File: src/rtl/acc_pkg.sv
// Shared definitions for the fetch stage and the multicycle control FSM:
// PC source encodings, instruction field positions and the fetch-state enum.
package acc_pkg;

    typedef enum logic [1:0] {
        PCSRC_ALU    = 2'd0,
        PCSRC_JUMP   = 2'd1,
        PCSRC_BRANCH = 2'd2,
        PCSRC_HOLD   = 2'd3
    } pc_src_t;

    localparam int OPC_HI = 15;
    localparam int OPC_LO = 10;
    localparam int IMM_W  = 10;

    typedef enum logic {
        FETCH_IDLE = 1'b0,
        FETCH_WAIT = 1'b1
    } fetch_state_t;

    // BneOrBeq==1 is beq, 0 is bne; other encodings never take the branch.
    function automatic logic branch_taken(input logic [1:0] bne_or_beq, input logic alu_zero);
        return ((bne_or_beq == 2'd1) && alu_zero) || ((bne_or_beq == 2'd0) && !alu_zero);
    endfunction

endpackage

File: src/rtl/branch_resolve.sv
// Decides whether the PC is written this cycle and which source feeds it.
// An unconditional write always outranks a branch, even while it is held off by a stall.
module branch_resolve
    import acc_pkg::*;
(
    input  logic [1:0] Branch,
    input  logic [1:0] BneOrBeq,
    input  logic       ALUZero,
    input  logic [1:0] PCWrite,
    input  logic [1:0] PCSrc,
    input  logic       fetch_stall,
    output logic       pc_we,
    output pc_src_t    pc_sel
);

    always_comb begin
        pc_we  = 1'b0;
        pc_sel = PCSRC_ALU;
        if (|PCWrite) begin
            if (!fetch_stall && (PCSrc != PCSRC_HOLD)) begin
                pc_we  = 1'b1;
                pc_sel = pc_src_t'(PCSrc);
            end
        end else if ((|Branch) && branch_taken(BneOrBeq, ALUZero)) begin
            pc_we  = 1'b1;
            pc_sel = PCSRC_BRANCH;
        end
    end

endmodule

File: src/rtl/fetch_unit.sv
// Instruction-fetch stage: owns PC and IR, runs a variable-latency imem port
// with a bounded wait, and applies jump/branch/sequential PC updates.
module fetch_unit
    import acc_pkg::*;
#(
    parameter int               ADDR_W   = 16,
    parameter int               INSTR_W  = 16,
    parameter logic [ADDR_W-1:0] RESET_PC = '0,
    parameter int               TIMEOUT  = 15
) (
    input  logic               CLK,
    input  logic               Reset,
    input  logic [1:0]         PCWrite,
    input  logic [1:0]         PCSrc,
    input  logic [1:0]         Branch,
    input  logic [1:0]         BneOrBeq,
    input  logic               IRWrite,
    input  logic [ADDR_W-1:0]  ALUResult,
    input  logic               ALUZero,
    input  logic [ADDR_W-1:0]  BranchTarget,
    output logic               imem_req,
    output logic [ADDR_W-1:0]  imem_addr,
    input  logic [INSTR_W-1:0] imem_rdata,
    input  logic               imem_ready,
    output logic               fetch_stall,
    output logic               fetch_err,
    output logic [ADDR_W-1:0]  PC,
    output logic [5:0]         Opcode,
    output logic [IMM_W-1:0]   Imm
);

    localparam int CNT_W = (TIMEOUT > 1) ? $clog2(TIMEOUT) : 1;
    localparam logic [CNT_W-1:0] CNT_LAST = CNT_W'(TIMEOUT - 1);

    fetch_state_t        state_q, state_d;
    logic [CNT_W-1:0]    cnt_q, cnt_d;
    logic [ADDR_W-1:0]   pc_q, pc_d;
    logic [INSTR_W-1:0]  ir_q, ir_d;
    logic                err_q, err_d;
    logic                fetch_done;
    logic                timeout_now;
    logic                pc_we;
    pc_src_t             pc_sel;
    logic [ADDR_W-1:0]   jump_target;

    // The request cycle plus TIMEOUT-1 WAIT cycles may stall; the next WAIT
    // cycle is the last chance for imem_ready before the fetch is abandoned.
    always_comb begin
        state_d     = state_q;
        cnt_d       = cnt_q;
        imem_req    = 1'b0;
        fetch_done  = 1'b0;
        timeout_now = 1'b0;
        case (state_q)
            FETCH_IDLE: begin
                if (IRWrite) begin
                    imem_req = 1'b1;
                    if (imem_ready) begin
                        fetch_done = 1'b1;
                    end else begin
                        state_d = FETCH_WAIT;
                        cnt_d   = '0;
                    end
                end
            end
            FETCH_WAIT: begin
                imem_req = 1'b1;
                if (imem_ready) begin
                    fetch_done = 1'b1;
                    state_d    = FETCH_IDLE;
                end else if (cnt_q == CNT_LAST) begin
                    timeout_now = 1'b1;
                    state_d     = FETCH_IDLE;
                end else begin
                    cnt_d = cnt_q + CNT_W'(1);
                end
            end
            default: state_d = FETCH_IDLE;
        endcase
    end

    always_comb begin
        ir_d  = ir_q;
        err_d = err_q;
        if (fetch_done) begin
            ir_d = imem_rdata;
        end else if (timeout_now) begin
            ir_d  = '0;
            err_d = 1'b1;
        end
    end

    assign fetch_stall = imem_req && !imem_ready && !timeout_now;

    branch_resolve u_branch_resolve (
        .Branch      (Branch),
        .BneOrBeq    (BneOrBeq),
        .ALUZero     (ALUZero),
        .PCWrite     (PCWrite),
        .PCSrc       (PCSrc),
        .fetch_stall (fetch_stall),
        .pc_we       (pc_we),
        .pc_sel      (pc_sel)
    );

    assign jump_target = {pc_q[ADDR_W-1:IMM_W+1], Imm, 1'b0};

    always_comb begin
        pc_d = pc_q;
        if (pc_we) begin
            case (pc_sel)
                PCSRC_ALU:    pc_d = ALUResult;
                PCSRC_JUMP:   pc_d = jump_target;
                PCSRC_BRANCH: pc_d = BranchTarget;
                default:      pc_d = pc_q;
            endcase
        end
    end

    always_ff @(posedge CLK) begin
        if (Reset) begin
            state_q <= FETCH_IDLE;
            cnt_q   <= '0;
            pc_q    <= RESET_PC;
            ir_q    <= '0;
            err_q   <= 1'b0;
        end else begin
            state_q <= state_d;
            cnt_q   <= cnt_d;
            pc_q    <= pc_d;
            ir_q    <= ir_d;
            err_q   <= err_d;
        end
    end

    assign imem_addr = pc_q;
    assign PC        = pc_q;
    assign fetch_err = err_q;
    assign Opcode    = ir_q[OPC_HI:OPC_LO];
    assign Imm       = ir_q[IMM_W-1:0];

endmodule

File: config.mk
export PLATFORM = sky130hd
export DESIGN_NAME = fetch_unit
export DESIGN_NICKNAME = d
export VERILOG_FILES = /design/src/rtl/acc_pkg.sv /design/src/rtl/branch_resolve.sv /design/src/rtl/fetch_unit.sv
export SDC_FILE = /design/constraint.sdc
export NUM_CORES = 1
export LEC_CHECK = 0
export CAP_MARGIN = 10
export CORE_ASPECT_RATIO = 0.8
export CORE_UTILIZATION = 39
export DETAILED_ROUTE_END_ITERATION = 16
export PLACE_DENSITY_LB_ADDON = 0.05
export SETUP_SLACK_MARGIN = 0.05
export SLEW_MARGIN = 40
export SYNTH_ARGS = -nofsm -noshare
export SYNTH_HDL_FRONTEND = slang
export SYNTH_SLANG_ARGS = --single-unit
File: constraint.sdc
create_clock -name CLK -period 3.4 [get_ports CLK]
set_input_delay 0.85 -clock CLK [delete_from_list [all_inputs] [get_ports CLK]]
set_output_delay 0.85 -clock CLK [all_outputs]
set_load 0.01 [all_outputs]
==> out/qor.yml, run 1 <==
floorplanning:
  floorplan.die_area_um2: 5670
  std_cell_rows: 23
  initial_core_util_pct: 41.1
  fp.dieW_um: 83.9
  die-height_um: 67.5
  io-pin-count: 112
  core_area_um2: 5090
clock_network:
  cts_hold_fix_bufs: 0
  clock_tree_from_tritoncts: "built"
  cts_setup_buffers: 0
  clock_sinks: 38
  cts.reportedPaths.clkPinSlew_ns: 0.07
  worst_skew_pair.late_latency_ns: 0.29
  cts_made_buffers: 5
  clock_tree.buffer_depth: 2
  cts_htree_levels: 2
  ctsResizeCount: 0
  root_buffer: "clkbuf_8"
timing:
  clock-skew-final_ns: 0.00324
  slew_headroom_pct: 55.5
  report.final.setup_viol: 0
  rsz0062_at_grt: "no"
  timing.fmax_mhz: 326
  worst_pin_slew_ns: 0.668
  final.setup.tns_ns: 0
  timing_max_transition_violations_final: 0
  timing.final.hold_violations: 0
  final_period_minus_worst_setup_slack_ns: 3.06
  layout_worst_path_cycle_share_pct: 90.1
grt:
  first_pass_grt_wire_length_mm: 8.58
  initial_antenna_violation_count: 0
  largest_net_degree_at_the_start_of_global_routing: 39
  grt-ovfl-total: 0
  grt_pass1_vias: 1831
  gr-usage-all-layers_pct: 19.3
worst_hold_path:
  hold_path_class: "flop to flop"
  worst_hold_startpoint: "PC[4]"
  min_to: "PC[4]"
  whs_path_depth: 2
worst_setup_path:
  worstReg2RegEnd: "PC[3]"
  cp_data_required_time_ns: 2.55
  critPathLaunchType: "primary input"
  critical_path_arrival_ns: 2.21
  worst_setup_path_end_kind: "output pin"
  regToRegSetupSlack_ns: 0.76
  path_depth_of_the_worst_reg2reg_path: 12
  critical_path.reg2reg.startpoint: "cnt_q[0]"
  worstSetupPathType: "primary input to output pin"
  path_max_fanout: 4
yosys:
  synthDistinctLibCells: 44
  synth-edff-count: 0
  post-synth-top-area-fraction_pct: 36.3
  syn_inst: 240
  synth.ff_latch_count: 38
  synthesis.yosys.warnings: 0
  asyncSetResetFlopFracSynth_pct: 0
  synth_area_leader_cell: "dfxtp_1"
  synth.top_cells.by_area: "dfxtp_1 (36%), a22oi_1 (9.3%), buf_4 (5.7%)"
  ys.flop_type: "dfxtp_1"
  syn_area_um2: 2090
  mappedNetlistNets: 306
  synth_seq_area_share_pct: 36.3
  synth.avg_cell_area_um2: 8.73
finish:
  multi_input_area_um2: 1090
  antenna-diode-count: 0
  layout.cells.most_common: "clkdlybuf4s50_1"
  layout.cells.most_common_list: "clkdlybuf4s50_1 (111), dfxtp_1 (38), a22oi_1 (26), nor2_1 (21), nand2_1 (17)"
  drive_above_1_share_pct: 10.5
  area_delta_synth_final_pct: 56.7
  final_net_count: 397
  fillCellCount: 434
  sequential_cell_area_um2: 761
placed_design:
  io_buffers: 111
  place.detailed.hpwl_mm: 3.98
  gp_congestion: 0.761
job:
  maxCapViolCount: 0
status:
  failing_checks: "DRC"
  status: "complete, but fails checks"
route:
  vias: 2031
  drt-pass1-iter-count: 12
  via_per_inst: 5.15
  drt_iter0_markers: 74
  avgRoutedWirePerCell_um: 13.9
  drt_wl_total_mm: 5.48
  drc_errors: 18
  postRouteAntennaNets: 0
power_and_ir_drop:
  fin_total_pwr_uw: 1210
  cellPowerDensity_nw_per_um2: 369
  leakagePower_uw: 0.00122
  max-vdd-ir-drop_mv: 0.222
-- worst max-delay path, cell delays in order --
cell and delay, ns:
clkdlybuf4s50_1 0.42, o21ba_4 0.26, nand2_2 0.09, inv_2 0.06, clkdlybuf4s50_1 0.53
-- layer usage --
| layer | vias to the layer above | track usage (%) | share of wire, % |
|---|---|---|---|
| met3 | 6 | 6.72 | 7.3 |
| met5 | - | 0 | 0 |
| met2 | 69 | 31.4 | 45 |
| li1 | 1025 | - | - |
| met1 | 931 | 24.1 | 46 |
| met4 | 0 | 6.47 | 1.3 |
-- flip-flops by register name, indices dropped and copies added, names as in the netlist --
register / flops
PC: 16
cnt_q: 4
fetch_err: 1
ir_q: 16
state_q: 1
-- cells by family (layout without fill, tap and decap cells) --
| family | count (synthesis) | count (layout) | synth area share (%) |
|---|---|---|---|
| buf+inv | 41 | 133 | 11.4 |
| simple gates | 76 | 76 | 19.1 |
| fa+ha+maj | 5 | 5 | 2.99 |
| xor+xnor | 3 | 3 | 1.25 |
| flops | 38 | 38 | 36.3 |
| compound gates | 77 | 77 | 29.0 |
-- how the worst max path moves through the flow --
stage                    start          end  slack, ns  cells after the start
global route        imem_ready        PC[1]       0.16                     11
finish              imem_ready  fetch_stall       0.34                      5
global placement       IRWrite        PC[7]       0.16                     11
floorplan            Branch[1]        PC[1]       0.53                     12
CTS                 imem_ready  fetch_stall       0.32                      5
detailed placement     IRWrite        PC[3]       0.09                     11
-- cell usage after synthesis (all sizes together) (3+ instances only) --
| cell | n |
|---|---|
| nand2 | 18 |
| nor2 | 23 |
| a211oi | 3 |
| buf | 25 |
| a21oi | 13 |
| clkbuf | 11 |
| inv | 5 |
| ha | 5 |
| nand3 | 12 |
| dfxtp | 38 |
| nand3b | 5 |
| nor3 | 7 |
| a311oi | 5 |
| a21bo | 10 |
| a22oi | 26 |
| o21ai | 12 |
-- per-stage QoR --
step | cells | area [µm²] | hold slack, ns | util, % | setup slack, ns
2_1_floorplan | 240 | 2090 | 0.505 | - | 0.529
3_3_place_gp | 386 | 3170 | 0.461 | 62.2 | 0.164
3_5_place_dp | 386 | 3170 | 0.464 | 62.2 | 0.0878
4_1_cts | 394 | 3280 | 0.491 | 64.4 | 0.316
5_1_grt | 394 | 3280 | 0.504 | 64.4 | 0.156
6_report | 394 | 3280 | 0.483 | 64.4 | 0.336
-- power by group --
group	total (µW)	internal (µW)	switching (µW)
Sequential	493	472	21.3
Clock	382	218	164
Combinational	338	203	134
Total	1210	893	319
-- layout make-up --
| cell class | count | area share (%) |
|---|---|---|
| clock buffers | 5 | 2.10 |
| clock inverters | 3 | 1.37 |
| inverters | 5 | 0.572 |
| multi-input cells | 161 | 33.4 |
| flip-flops and latches | 38 | 23.2 |
| well taps | 62 | 2.36 |
| repair buffers | 120 | 37.1 |
Note: power is estimated with default switching activity, not from simulation.
==> inputs of run 2 (changes only) <==
--- a/config.mk
+++ b/config.mk
@@ -6,7 +6,7 @@
 export NUM_CORES = 1
 export LEC_CHECK = 0
 export CAP_MARGIN = 10
-export CORE_ASPECT_RATIO = 0.8
+export CORE_ASPECT_RATIO = 0.7
 export CORE_UTILIZATION = 39
 export DETAILED_ROUTE_END_ITERATION = 16
 export PLACE_DENSITY_LB_ADDON = 0.05
==> run 2 against run 1 <==
The run now ends clean. Largest cell class unchanged. Final area grew 0.61%. First-iteration DRC count increased by 6.8%. Maximum frequency is 0.38% lower. Flip-flop and latch count stayed put. Utilization increased by 2.1 points. Sequential power is essentially flat. Highest routed layer unchanged. Global-route usage rose by 1.3 points. Critical path depth unchanged. Clock power up 20%. Sequential share of layout area decreased by 0.14 points. Routed wire length is 2.1% higher.
==> out/qor.yml, run 2 (same netlist as run 1, synthesis figures left out) <==
clock_network:
  root_buffer: "clkbuf_8"
  cts_setup_buffers: 0
  worst_skew_pair.late_latency_ns: 0.29
  cts.reportedPaths.clkPinSlew_ns: 0.08
  clock_sinks: 38
  cts_made_buffers: 5
  clock_tree_from_tritoncts: "built"
  ctsResizeCount: 0
  clock_tree.buffer_depth: 2
  cts_hold_fix_bufs: 0
  cts_htree_levels: 2
route:
  via_per_inst: 5.07
  postRouteAntennaNets: 0
  drt-pass1-iter-count: 4
  vias: 2034
  drt_iter0_markers: 79
  drc_errors: 0
  avgRoutedWirePerCell_um: 14.0
  drt_wl_total_mm: 5.59
finish:
  area_delta_synth_final_pct: 57.6
  layout.cells.most_common: "clkdlybuf4s50_1"
  drive_above_1_share_pct: 10.5
  final_net_count: 397
  antenna-diode-count: 0
  instances_no_fill: 401
  layout.cells.most_common_list: "clkdlybuf4s50_1 (111), dfxtp_1 (38), a22oi_1 (26), nor2_1 (21), nand2_1 (17)"
timing:
  report.final.setup_viol: 0
  clock-skew-final_ns: 0.00593
  layout_worst_path_cycle_share_pct: 90.5
  slew_headroom_pct: 56.6
  finalHoldWorstSlack_ns: 0.484
  timing_max_transition_violations_final: 0
  timing.fmax_mhz: 325
  final.setup.tns_ns: 0
  rsz0062_at_grt: "no"
  worst_pin_slew_ns: 0.651
  final_period_minus_worst_setup_slack_ns: 3.08
  timing.final.hold_violations: 0
  worst_slack_ns: 0.325
worst_hold_path:
  hold_path_class: "flop to flop"
  whs_path_depth: 2
worst_setup_path:
  critPathLaunchType: "primary input"
  path_max_fanout: 4
  path_depth_of_the_worst_reg2reg_path: 12
  worstSetupPathType: "primary input to output pin"
  worst_path_max_delay_cell: "clkdlybuf4s50_1"
  cp_data_required_time_ns: 2.55
  critical-path-top-cell-by-count: "clkdlybuf4s50_1"
  critical_path.max_stage_delay_ns: 0.53
  crit_path_cells: "clkdlybuf4s50_1, o21ba_4, nand2_2, inv_2, clkdlybuf4s50_1"
  critical_path_arrival_ns: 2.23
  worst_setup_path_end_kind: "output pin"
power_and_ir_drop:
  cellPowerDensity_nw_per_um2: 390
  fin_total_pwr_uw: 1290
  leakagePower_uw: 0.00123
  max-vdd-ir-drop_mv: 0.241
grt:
  grt-ovfl-total: 0
  initial_antenna_violation_count: 0
  largest_net_degree_at_the_start_of_global_routing: 39
  grt_pass1_vias: 1871
  first_pass_grt_wire_length_mm: 9.02
  gr-usage-all-layers_pct: 20.5
floorplanning:
  die-height_um: 63.3
  initial_core_util_pct: 42.2
  floorplan.die_area_um2: 5670
  std_cell_rows: 21
  fp.dieW_um: 89.6
  io-pin-count: 112
  core_area_um2: 4970
placed_design:
  post-place-ws_ns: 0.0719
  io_buffers: 111
  dp.cells: 393
  place.detailed.hpwl_mm: 4.16
  gp_congestion: 0.847
job:
  maxCapViolCount: 0
status:
  status: "completed"
==> run 2: power breakdown <==
group	total (µW)	internal (µW)	switching (µW)	leakage, µW
logic	334	200	134	0.000853
clock network	459	294	165	0.0000683
registers	494	472	22.4	0.000311
==> run 2: final cells by class <==
class | count | area [µm²]
clock buffers | 5 | 68.8
clock inverters | 3 | 68.8
fillers | 407 | 1660
inverters | 5 | 18.8
multi-input cells | 161 | 1090
flip-flops and latches | 38 | 761
well taps | 69 | 86.3
repair buffers | 120 | 1200
==> run 2: per-layer routing <==
layer	GRT usage, %	part of all wire, %	wire length (µm)	vias to the layer above
li1	-	-	-	1024
met1	28.4	47	2620	926
met2	30.2	44	2440	76
met3	6.55	8.0	448	8
met4	6.15	1.6	89	0
met5	0	0	0	-
==> run 2: through the flow <==
step | util, % | area, µm²
2_1_floorplan | - | 2090
3_3_place_gp | 63.7 | 3160
3_5_place_dp | 63.7 | 3160
4_1_cts | 66.5 | 3300
5_1_grt | 66.5 | 3300
6_report | 66.5 | 3300
==> run 2: path summary, 6_finish.rpt <==
check / endpoint / slack, ns / startpoint
worst max-delay path: fetch_stall / 0.32 / imem_ready
worst min register to register: PC[6] / 0.48 / PC[6]
worst max register to register: PC[8] / 0.74 / cnt_q[0]
worst min-delay path: PC[6] / 0.48 / PC[6]
==> run 2: critical path, delay by kind of cell <==
family                 cells  cell delay (ns)
AO/OA/AOI/OAI              1             0.26
buffers and inverters      3             1.02
AND/OR/NAND/NOR            1             0.09
==> inputs of run 3 (changes only) <==
--- a/config.mk
+++ b/config.mk
@@ -11,6 +11,7 @@
 export DETAILED_ROUTE_END_ITERATION = 16
 export PLACE_DENSITY_LB_ADDON = 0.05
 export SETUP_SLACK_MARGIN = 0.05
+export SKIP_LAST_GASP = 1
 export SLEW_MARGIN = 40
 export SYNTH_ARGS = -nofsm -noshare
 export SYNTH_HDL_FRONTEND = slang
==> results of run 3 <==
The final DEF is identical to that of run 2; final timing and power are the same.
